File: src/rtl/pov_pkg.sv
// Shared defaults for the POV column timing slice.
package pov_pkg;

  localparam int unsigned NUM_COLS   = 64;
  localparam int unsigned COL_W      = $clog2(NUM_COLS);
  localparam int unsigned PERIOD_W   = 28;
  localparam int unsigned MIN_PERIOD = 1000;
  localparam int unsigned MAX_PERIOD = 2**27;

endpackage

File: src/rtl/pov_index_sync.sv
// Brings the raw encoder index into board_clk and turns each rising edge
// into a single-cycle idx_pulse, registered on the third edge after the rise.
module pov_index_sync (
  input  logic board_clk,
  input  logic Reset,
  input  logic index_in,
  output logic idx_pulse
);

  logic [2:0] sync_q;

  always_ff @(posedge board_clk or posedge Reset) begin
    if (Reset) begin
      sync_q    <= '0;
      idx_pulse <= 1'b0;
    end else begin
      sync_q    <= {sync_q[1:0], index_in};
      idx_pulse <= sync_q[1] & ~sync_q[2];
    end
  end

endmodule

File: src/rtl/pov_column_timer.sv
// Measures the rotor period from the index pulse and spreads NUM_COLS column
// strobes evenly across each revolution using a Bresenham accumulator.
module pov_column_timer #(
  parameter int unsigned NUM_COLS   = pov_pkg::NUM_COLS,
  parameter int unsigned PERIOD_W   = pov_pkg::PERIOD_W,
  parameter int unsigned MIN_PERIOD = pov_pkg::MIN_PERIOD,
  parameter int unsigned MAX_PERIOD = pov_pkg::MAX_PERIOD
) (
  input  logic                        board_clk,
  input  logic                        Reset,
  input  logic                        index_in,
  input  logic                        enable,
  output logic                        col_strobe,
  output logic [$clog2(NUM_COLS)-1:0] col_idx,
  output logic [PERIOD_W-1:0]         rev_period,
  output logic                        locked,
  output logic                        timeout
);

  localparam int unsigned COL_W = $clog2(NUM_COLS);
  localparam int unsigned ACC_W = PERIOD_W + 1;

  localparam logic [PERIOD_W-1:0] CNT_MAX    = PERIOD_W'(MAX_PERIOD);
  localparam logic [PERIOD_W-1:0] CNT_MIN    = PERIOD_W'(MIN_PERIOD);
  localparam logic [PERIOD_W-1:0] CNT_ONE    = PERIOD_W'(1);
  localparam logic [ACC_W-1:0]    ACC_STEP   = ACC_W'(NUM_COLS);
  localparam logic [COL_W-1:0]    COL_PENULT = COL_W'(NUM_COLS - 2);
  localparam logic [COL_W-1:0]    COL_ONE    = COL_W'(1);

  logic                idx_pulse;
  logic [PERIOD_W-1:0] cnt;
  logic [ACC_W-1:0]    acc;
  logic                armed;
  logic                done;

  logic                cnt_sat;
  logic                arm_only;
  logic                accept;
  logic [ACC_W-1:0]    acc_sum;
  logic [ACC_W-1:0]    period_ext;
  logic                col_step;

  pov_index_sync u_index_sync (
    .board_clk (board_clk),
    .Reset     (Reset),
    .index_in  (index_in),
    .idx_pulse (idx_pulse)
  );

  // A stalled counter demotes any index edge to arm-only, so a stale period is never taken.
  always_comb begin
    cnt_sat    = (cnt == CNT_MAX);
    arm_only   = idx_pulse && (!armed || cnt_sat);
    accept     = idx_pulse && armed && !cnt_sat && (cnt >= CNT_MIN);
    acc_sum    = acc + ACC_STEP;
    period_ext = {1'b0, rev_period};
    col_step   = locked && !done && (acc_sum >= period_ext);
  end

  always_ff @(posedge board_clk or posedge Reset) begin
    if (Reset) begin
      cnt        <= '0;
      acc        <= '0;
      armed      <= 1'b0;
      done       <= 1'b0;
      col_strobe <= 1'b0;
      col_idx    <= '0;
      rev_period <= '0;
      locked     <= 1'b0;
      timeout    <= 1'b0;
    end else begin
      col_strobe <= 1'b0;
      if (!cnt_sat) begin
        cnt <= cnt + CNT_ONE;
      end

      if (arm_only) begin
        armed <= 1'b1;
        cnt   <= CNT_ONE;
        if (cnt_sat) begin
          timeout <= 1'b1;
          locked  <= 1'b0;
        end
      end else if (accept) begin
        rev_period <= cnt;
        cnt        <= CNT_ONE;
        locked     <= 1'b1;
        timeout    <= 1'b0;
        acc        <= '0;
        col_idx    <= '0;
        done       <= 1'b0;
        col_strobe <= enable;
      end else if (cnt_sat) begin
        timeout <= 1'b1;
        locked  <= 1'b0;
        armed   <= 1'b0;
      end else if (locked && !done) begin
        // Glitch edges land here too, so the column sequence keeps running.
        if (col_step) begin
          acc        <= acc_sum - period_ext;
          col_idx    <= col_idx + COL_ONE;
          col_strobe <= enable;
          if (col_idx == COL_PENULT) begin
            done <= 1'b1;
          end
        end else begin
          acc <= acc_sum;
        end
      end
    end
  end

endmodule

File: config.mk
export PLATFORM = sky130hd
export DESIGN_NAME = pov_column_timer
export DESIGN_NICKNAME = d
export VERILOG_FILES = /design/src/rtl/pov_pkg.sv /design/src/rtl/pov_index_sync.sv /design/src/rtl/pov_column_timer.sv
export SDC_FILE = /design/constraint.sdc
export NUM_CORES = 1
export LEC_CHECK = 0
export CAP_MARGIN = 0
export CORE_MARGIN = 4
export CORE_UTILIZATION = 56
export DETAILED_ROUTE_END_ITERATION = 16
export DONT_BUFFER_PORTS = 1
export GPL_TIMING_DRIVEN = 1
export PLACE_DENSITY = 0.83
export SETUP_SLACK_MARGIN = 0.5
export SLEW_MARGIN = 20
export SYNTH_ARGS = -nofsm -noshare
export SYNTH_HDL_FRONTEND = slang
export SYNTH_SLANG_ARGS = --single-unit
File: constraint.sdc
create_clock -name board_clk -period 3.57 [get_ports board_clk]
set_clock_uncertainty 0.15 [all_clocks]
set_input_delay 0.5355 -clock board_clk [delete_from_list [all_inputs] [get_ports board_clk]]
set_output_delay 0.5355 -clock board_clk [all_outputs]
set_load 0.05 [all_outputs]
==> parameters.txt, run 1 <==
Parameter                              Value

Run status
  Run status    finished, violations left
  Violations in the final reports    negative setup slack

Finish
  Storage cell area    2502 µm²
  Share of cells above drive strength 1    0.2674
  # diodes    0
  Net count, final    893
  Number of filler instances in the final layout    732
  Area Overhead vs Synth    28.60%
  Non-filler instance count after layout    1000
  Multi-input gate area in the final layout    3941 µm²

Timing
  Normalized max-slew margin    0.5124
  Slew @ Worst Pin    723.8 ps
  Setup-failing EPs final    30
  Fmax    262.7 MHz
  Unrepaired setup endpoints after global routing    yes
  Final hold violation count    0
  Worst setup slack after layout    -236.0 ps
  Setup TNS    -2464 ps
  Max-slew violation count    0
  Period Utilization, post-route    1.066
  Final Critical Period    3806 ps

Worst setup path
  Setup slack of the worst register-to-register path    -240 ps
  Critical Path Fanout Max    8
  Worst setup EP type    flip-flop
  Required time of the critical path    3690 ps
  Maximum cell stage delay along the critical path    370 ps
  Element type at the critical path start    flip-flop
  Critical Path Stages    16
  Startpoint-to-endpoint class of the critical path    flip-flop to flip-flop
  Sum of buffers and inverters on the critical path    2
  Arrival time reported for the critical path endpoint    3920 ps
  Reg-to-reg startpoint    acc[19]$_DFFE_PP0P_
  Ordered cell list for the critical path    nand4_1 > buf_4 > nor3_4 > nand4_1 > xnor2_2 > ha_1 > and3_4 > and2_4 > and3_4 > a211o_1 > a21oi_4 > o2bb2ai_4 > buf_6 > nor3_1 > a21oi_1 > o22ai_1
  Reg2reg path depth    16
  CP delay by family, top    simple AND/OR/NAND/NOR gates
  Worst R2R End    acc[16]$_DFFE_PP0P_
  Worst path slowest cell    dfrtp_1

Floorplanning
  CORE AREA    10980 µm²
  FP Rows    38
  Number of top-level pins    41
  Die ar.    13110 µm²
  Width of the chip    114.5 µm
  Initial core utilization    0.5784
  Die height    114.5 µm

Logic synthesis
  Top_reg_cell synth    dfrtp_1
  Portion of synthesized cell area occupied by the leading cell type    0.3939
  Proportion of register bits with asynchronous set or reset after synthesis    1.000
  Library cell occupying the most area in the post-synthesis netlist    dfrtp_1
  Seq/Total Area, Yosys    0.3939
  Post-synth cell types    62
  Number of synthesized register bits    100
  Library cell with the highest instance count after synthesis    dfrtp_1
  Gate count after technology mapping    746
  Count of flip-flops with a built-in enable after synthesis    0
  Post-synthesis cell area    6352 µm²
  Top post-synthesis cells by area    dfrtp_1 (39%), ha_1 (6.5%), o21ai_0 (5.5%)
  Yosys warning count    0
  Syn Nets    784
  Leading cell types by count after synthesis    dfrtp_1 (100), nand2_1 (90), o21ai_0 (70)
  Mean cell area of the mapped netlist    8.515 µm²

Clock network
  TritonCTS Sinks    100
  Clock tree from TritonCTS    yes
  Count of hold-fix buffers inserted at cts    0
  Root cell of the clock tree    clkbuf_16
  Clock latency reported for the late side of the worst-skew pair    360 ps
  H-tree lvl count    3
  Buffer depth of the longest clock path    2
  Clock-pin slew on the worst setup and hold paths    70 ps
  Number of buffers created by CTS    9

Placement
  I/O Buffers    0
  Placed cell count    964
  Placed wire-length estimate    13030 µm
  Routability-driven placement congestion ratio    1.011

Flow run
  Number of max-cap violations    0

Worst hold path
  Path category of the worst min-delay check    primary input to flip-flop
  Cells on Worst Hold Path    0
  Hold path endpoint    u_index_sync.sync_q[0]$_DFF_PP0_
  Hold wc startpoint    index_in

Routing
  Via count    6115
  Routed length per placed instance    18.91 µm
  Routed via count divided by cell count    6.115
  Wire length reported by the detailed router    18910 µm
  Detail Route Antenna Nets    0
  Starting DRT DRC Count    553
  DRT Pass-1 Iters    5
  DRC violations left    0

Power and ir drop
  Total net switching power    603.5 µW
  Reported leakage power    3.893 nW
  Share of total power in the clock network    0.431
  Internal portion of total power    1.793 mW
  Power density relative to cell area    293.4 nW/µm²
  Maximum resistive drop on vdd    0.4755 mV
  Logic pwr share    0.053
  Seq pwr share    0.516
  Net switching share of the total power    0.2518

Global routing
  Pin count of the biggest net entering global routing    101
  Number of global-route vias before repair    6182
  Total routing resource utilization after global routing    0.2918
  Number of antenna violations at the first check in global routing    0
  GR Overflow Total    0
  First-pass GRT wire length    30380 µm
sequential cells by signal, indices dropped and copies added (netlist names), 3 cells and up:
signal / cells
col_idx: 6
u_index_sync.sync_q: 3
rev_period: 28
cnt: 28
acc: 29
metrics by stage:
stage | util | worst slack, ps | hold slack (ps) | area (µm²) | total power, mW
after global placement | 0.6683 | -165.5 | 188.0 | 7340 | 1.370
final | 0.7438 | -236.0 | 43.44 | 8169 | 2.397
after floorplan | - | 38.68 | 181.2 | 6460 | 1.342
after global routing | 0.7438 | -292.6 | 31.24 | 8169 | 2.485
after detailed placement | 0.6683 | -209.3 | 193.4 | 7340 | 1.385
after CTS | 0.7198 | -27.39 | 38.75 | 7905 | 2.405
placed cells by master, fill, tap and decap left out, types with 7 or more instances in the layout:
cell	Yosys	final
o22ai_1	7	7
nand4_1	21	21
and3_1	20	14
buf_4	1	120
nand2_2	0	11
dfrtp_1	100	100
clkbuf_16	0	9
xnor2_1	35	31
inv_1	49	48
ha_1	33	32
o21ai_0	70	41
a21o_1	11	11
a22oi_2	0	7
a21oi_1	40	36
nor2_1	64	57
o21ai_1	4	28
xor2_1	36	35
nor3_1	9	7
buf_6	1	10
nand2_1	90	79
nand3_1	30	26
timing repair:
| item | CTS | global route |
|---|---|---|
| resized for setup | 45 | 57 |
| buffers inserted | 12 | 6 |
| pin swaps | 17 | 25 |
| cloned | 1 | 1 |
| endpoints found under the setup margin | 37 | 42 |
cell families (layout without fill, tap and decap cells):
family / Yosys count / count (layout) / synth area share
simple gates: 270 / 270 / 0.2056
flops: 100 / 100 / 0.3939
fa+ha+maj: 34 / 34 / 0.06815
buf+inv: 84 / 197 / 0.05219
xor+xnor: 71 / 71 / 0.09789
mux: 5 / 5 / 0.008076
compound gates: 182 / 183 / 0.1741
layout make-up:
class                           instances  share of cell area
Timing Repair Buffer                  132              0.1290
Clock buffer                           10             0.02925
Inverter                               49             0.02297
Multi-Input combinational cell        563              0.4825
Sequential cell                       100              0.3063
Clock inverter                          6            0.008577
Tap cell                              140             0.02144
worst register-to-register path, delay by kind of cell, from the launching register on:
family | cells | cell delay, ps
compound gates | 5 | 910
xor+xnor | 1 | 190
fa+ha+maj | 1 | 300
buf+inv | 2 | 410
flops | 1 | 370
simple gates | 7 | 1370
worst max path at each step:
stage / end / startpoint / slack [ps]
global placement: acc[1]$_DFFE_PP0P_ / acc[7]$_DFFE_PP0P_ / -170
CTS: acc[16]$_DFFE_PP0P_ / acc[10]$_DFFE_PP0P_ / -30
detailed placement: acc[1]$_DFFE_PP0P_ / acc[19]$_DFFE_PP0P_ / -210
finish: acc[16]$_DFFE_PP0P_ / acc[19]$_DFFE_PP0P_ / -240
floorplan: col_idx[3]$_DFFE_PP0P_ / acc[6]$_DFFE_PP0P_ / 40
global route: col_idx[0]$_DFFE_PP0P_ / acc[7]$_DFFE_PP0P_ / -290
power by group through the flow:
stage               Combinational [mW]  Sequential [mW]  Clock [mW]
global placement                 0.116             1.25           0
floorplan                        0.113             1.23           0
CTS                              0.129             1.23        1.04
finish                           0.127             1.24        1.03
global route                     0.148             1.25        1.09
detailed placement               0.127             1.26           0
routing by layer:
metal  part of all wire  track usage  vias up
met5                  0            0        -
met4              0.040       0.1172        0
met3              0.077      0.06501       66
met2               0.48       0.4847      302
met1               0.40       0.3688     2920
li1                   -            -     2827
Note: power is estimated with default switching activity, not from simulation.
==> inputs of run 2 (changes only) <==
--- a/config.mk
+++ b/config.mk
@@ -10,7 +10,6 @@
 export CORE_UTILIZATION = 56
 export DETAILED_ROUTE_END_ITERATION = 16
 export DONT_BUFFER_PORTS = 1
-export GPL_TIMING_DRIVEN = 1
 export PLACE_DENSITY = 0.83
 export SETUP_SLACK_MARGIN = 0.5
 export SLEW_MARGIN = 20
==> results of run 2 <==
No change in the layout: final DEF, timing and power equal those of run 1.
==> inputs of run 3 (changes only) <==
--- a/config.mk
+++ b/config.mk
@@ -10,7 +10,7 @@
 export CORE_UTILIZATION = 56
 export DETAILED_ROUTE_END_ITERATION = 16
 export DONT_BUFFER_PORTS = 1
-export PLACE_DENSITY = 0.83
+export PLACE_DENSITY = 0.74
 export SETUP_SLACK_MARGIN = 0.5
 export SLEW_MARGIN = 20
 export SYNTH_ARGS = -nofsm -noshare
==> run 3 against run 2 <==
The flow still finishes with violations (negative setup slack). Combinational power is essentially flat. Register-to-register slack gained 130 ps. Routed wire length shrank 0.30%. Cell area grew 0.43%. Maximum frequency grew 3.5%. Total power shrank 4.6%. Clock-buffer cell count grew 1. Sequential cell count is the same. Critical path depth is the same. Sequential share of layout area shrank 0.12 points. Worst hold slack gained 5.4 ps. Clock power shrank 10%. Critical path type unchanged. Largest cell class unchanged. Largest power group unchanged.
==> parameters.txt, run 3 (same netlist as run 1, synthesis figures left out) <==
Parameter                              Value

Global routing
  Grt peak-use layer    met2 (unchanged)
  Pin count of the biggest net entering global routing    101 (unchanged)
  First-pass GRT wire length    30420 µm (was 30380 µm)
  Met3 routing resource usage after global routing    0.06448 (was 0.06501)
  Met1 demand-to-capacity share in global routing    0.3680 (was 0.3688)
  GR Overflow Total    0 (unchanged)
  Global routing usage on met2    0.5033 (was 0.4847)
  Total routing resource utilization after global routing    0.2965 (was 0.2918)
  Number of antenna violations at the first check in global routing    0 (unchanged)
  Number of global-route vias before repair    6046 (was 6182)

Timing
  Final hold violation count    0 (unchanged)
  Unrepaired setup endpoints after global routing    yes (unchanged)
  Min Hold Slack    48.84 ps (was 43.44 ps)
  Setup-failing EPs final    22 (was 30)
  Max-slew violation count    0 (unchanged)
  Normalized max-slew margin    0.6052 (was 0.5124)
  Final Critical Period    3676 ps (was 3806 ps)
  Fmax    272.0 MHz (was 262.7 MHz)
  Slew @ Worst Pin    592.2 ps (was 723.8 ps)
  Worst setup slack after layout    -106.0 ps (was -236.0 ps)
  Period Utilization, post-route    1.030 (was 1.066)

Worst setup path
  Startpoint-to-endpoint class of the critical path    flip-flop to flip-flop (unchanged)
  Worst R2R End    done$_DFFE_PP0P_ (was acc[16]$_DFFE_PP0P_)
  Reg-to-reg startpoint    acc[6]$_DFFE_PP0P_ (was acc[19]$_DFFE_PP0P_)
  Timing startpoint of the critical path    acc[6]$_DFFE_PP0P_ (was acc[19]$_DFFE_PP0P_)
  Arrival time reported for the critical path endpoint    3760 ps (was 3920 ps)
  Setup slack of the worst register-to-register path    -110 ps (was -240 ps)
  Worst setup EP type    flip-flop (unchanged)
  CP Capture Point    done$_DFFE_PP0P_ (was acc[16]$_DFFE_PP0P_)
  Required time of the critical path    3660 ps (was 3690 ps)
  Reg2reg path depth    16 (unchanged)
  Critical Path Fanout Max    6 (was 8)
  Element type at the critical path start    flip-flop (unchanged)

Clock network
  Number of buffers created by CTS    9 (unchanged)
  Clock latency reported for the late side of the worst-skew pair    370 ps (was 360 ps)
  Buffer depth of the longest clock path    2 (unchanged)
  Clock tree from TritonCTS    yes (unchanged)
  H-tree lvl count    3 (unchanged)
  TritonCTS Sinks    100 (unchanged)
  Clock-pin slew on the worst setup and hold paths    70 ps (about the same)
  Root cell of the clock tree    clkbuf_16 (unchanged)
  Count of hold-fix buffers inserted at cts    0 (unchanged)

Worst hold path
  Hold wc startpoint    index_in (unchanged)
  Path category of the worst min-delay check    primary input to flip-flop (unchanged)

Floorplanning
  Die height    114.5 µm (unchanged)
  CORE AREA    10980 µm² (unchanged)
  Die ar.    13110 µm² (unchanged)
  Width of the chip    114.5 µm (unchanged)
  FP Rows    38 (unchanged)
  Initial core utilization    0.5784 (unchanged)
  Number of top-level pins    41 (unchanged)

Flow run
  Number of max-cap violations    0 (unchanged)

Finish
  Largest register FFs    29 (unchanged)
  Non-filler instance count after layout    1000 (unchanged)
  Post-Layout Inst Area    8204 µm² (was 8169 µm²)
  Area Overhead vs Synth    29.15% (was 28.60%)
  # diodes    0 (unchanged)
  Largest registers in the final layout    acc: 29 flops, cnt: 28 flops, rev_period: 28 flops (unchanged)
  End-of-flow core utilization    0.7470 (was 0.7438)
  Most common cell after layout, fill and taps aside    buf_4 (unchanged)
  Share of cells above drive strength 1    0.2721 (was 0.2674)
  Register bank with the most flops    acc (unchanged)
  Commonest cells after routing, fill and taps aside    buf_4 (115), dfrtp_1 (99), nand2_1 (82) (was buf_4 (120), dfrtp_1 (100), nand2_1 (79))
  Net count, final    893 (unchanged)

Placement
  Placed wire-length estimate    13200 µm (was 13030 µm)
  Placed cell count    961 (was 964)
  Placement-stage cell area    7305 µm² (was 7340 µm²)
  Routability-driven placement congestion ratio    0.9793 (was 1.011)
  I/O Buffers    0 (unchanged)

Routing
  DRC violations left    0 (unchanged)
  Starting DRT DRC Count    517 (was 553)
  Wire length reported by the detailed router    18860 µm (was 18910 µm)
  DRT Pass-1 Iters    5 (unchanged)
  Via count    6076 (was 6115)
  Routed length per placed instance    18.86 µm (was 18.91 µm)
  Detail Route Antenna Nets    0 (unchanged)
  Routed via count divided by cell count    6.076 (was 6.115)

Power and ir drop
  Power density relative to cell area    278.7 nW/µm² (was 293.4 nW/µm²)
  Internal portion of total power    1.699 mW (was 1.793 mW)
  Total power draw    2.287 mW (was 2.397 mW)
  Logic pwr share    0.054 (was 0.053)
  Total net switching power    587.7 µW (was 603.5 µW)
  Net switching share of the total power    0.2570 (was 0.2518)
  Seq pwr share    0.541 (was 0.516)
  Maximum resistive drop on vdd    0.4419 mV (was 0.4755 mV)
  Share of total power in the clock network    0.405 (was 0.431)
  Reported leakage power    3.891 nW (was 3.893 nW)

Run status
  Run status    finished, violations left (unchanged)
  Violations in the final reports    negative setup slack (unchanged)
-- run 3: cell count changes in the layout (fill, tap and decap cells not counted), moves of 4 or more --
cell / previous run / this run
buf_4: 120 / 115
buf_6: 10 / 16
nand2_2: 11 / 7
nor2_2: 5 / 1
o21ai_0: 41 / 45
o21ai_1: 28 / 24
-- run 3: worst min-delay path by stage --
| stage | endpoint | slack [ps] | depth (start not counted) |
|---|---|---|---|
| CTS | u_index_sync.sync_q[0]$_DFF_PP0_ | 40 | 0 |
| detailed placement | u_index_sync.sync_q[1]$_DFF_PP0_ | 200 | 0 |
| global route | u_index_sync.sync_q[0]$_DFF_PP0_ | 40 | 0 |
| finish | u_index_sync.sync_q[0]$_DFF_PP0_ | 50 | 0 |
| global placement | u_index_sync.sync_q[1]$_DFF_PP0_ | 180 | 0 |
| floorplan | u_index_sync.sync_q[1]$_DFF_PP0_ | 180 | 0 |
-- run 3: final cells by class --
class / count / area [µm²]
fillers: 768 / 2779
multi-input cells: 562 / 3990
clock buffers: 11 / 232.7
clock inverters: 5 / 36.28
well taps: 140 / 175.2
flip-flops and latches: 100 / 2504
repair buffers: 133 / 1079
inverters: 49 / 187.7
-- run 3: layer usage --
metal / vias to the layer above / wire (µm)
li1: 2821 / -
met1: 2925 / 7404
met2: 269 / 9418
met3: 61 / 1394
met4: 0 / 639
met5: - / 0
-- run 3: repair_timing --
action / 4_1_cts / 5_1_grt
setup buffers: 15 / 8
pin swaps: 30 / 32
endpoints found under the hold margin: 0 / 0
gates resized for setup: 78 / 37
gates cloned: 0 / 0
setup endpoints to repair: 37 / 38
-- run 3: stage by stage --
stage / setup TNS (ps) / setup slack [ps]
3_3_place_gp: -5226 / -222.7
3_5_place_dp: -5131 / -229.3
5_1_grt: -7175 / -292.2
6_report: -1226 / -106.0
2_1_floorplan: 0 / 38.68
4_1_cts: -328.3 / -57.53
-- run 3: critical path, cell delays in order, from the launching register on --
cell and delay (ps):
dfrtp_1 420, ha_4 160, nand2_2 50, or4_4 530
nor2_4 140, xor2_2 180, ha_1 290, and3_4 170
and2_4 160, and3_4 140, a211o_1 260, a21oi_4 180
o2bb2ai_4 130, buf_6 160, and4_1 190, a41oi_2 170
nor2_1 60
-- run 3: power groups by stage --
stage / combinational [mW] / clock (mW) / sequential (mW)
floorplan: 0.113 / 0 / 1.23
global placement: 0.117 / 0 / 1.26
detailed placement: 0.123 / 0 / 1.26
CTS: 0.126 / 0.942 / 1.23
global route: 0.143 / 0.990 / 1.25
finish: 0.124 / 0.927 / 1.24
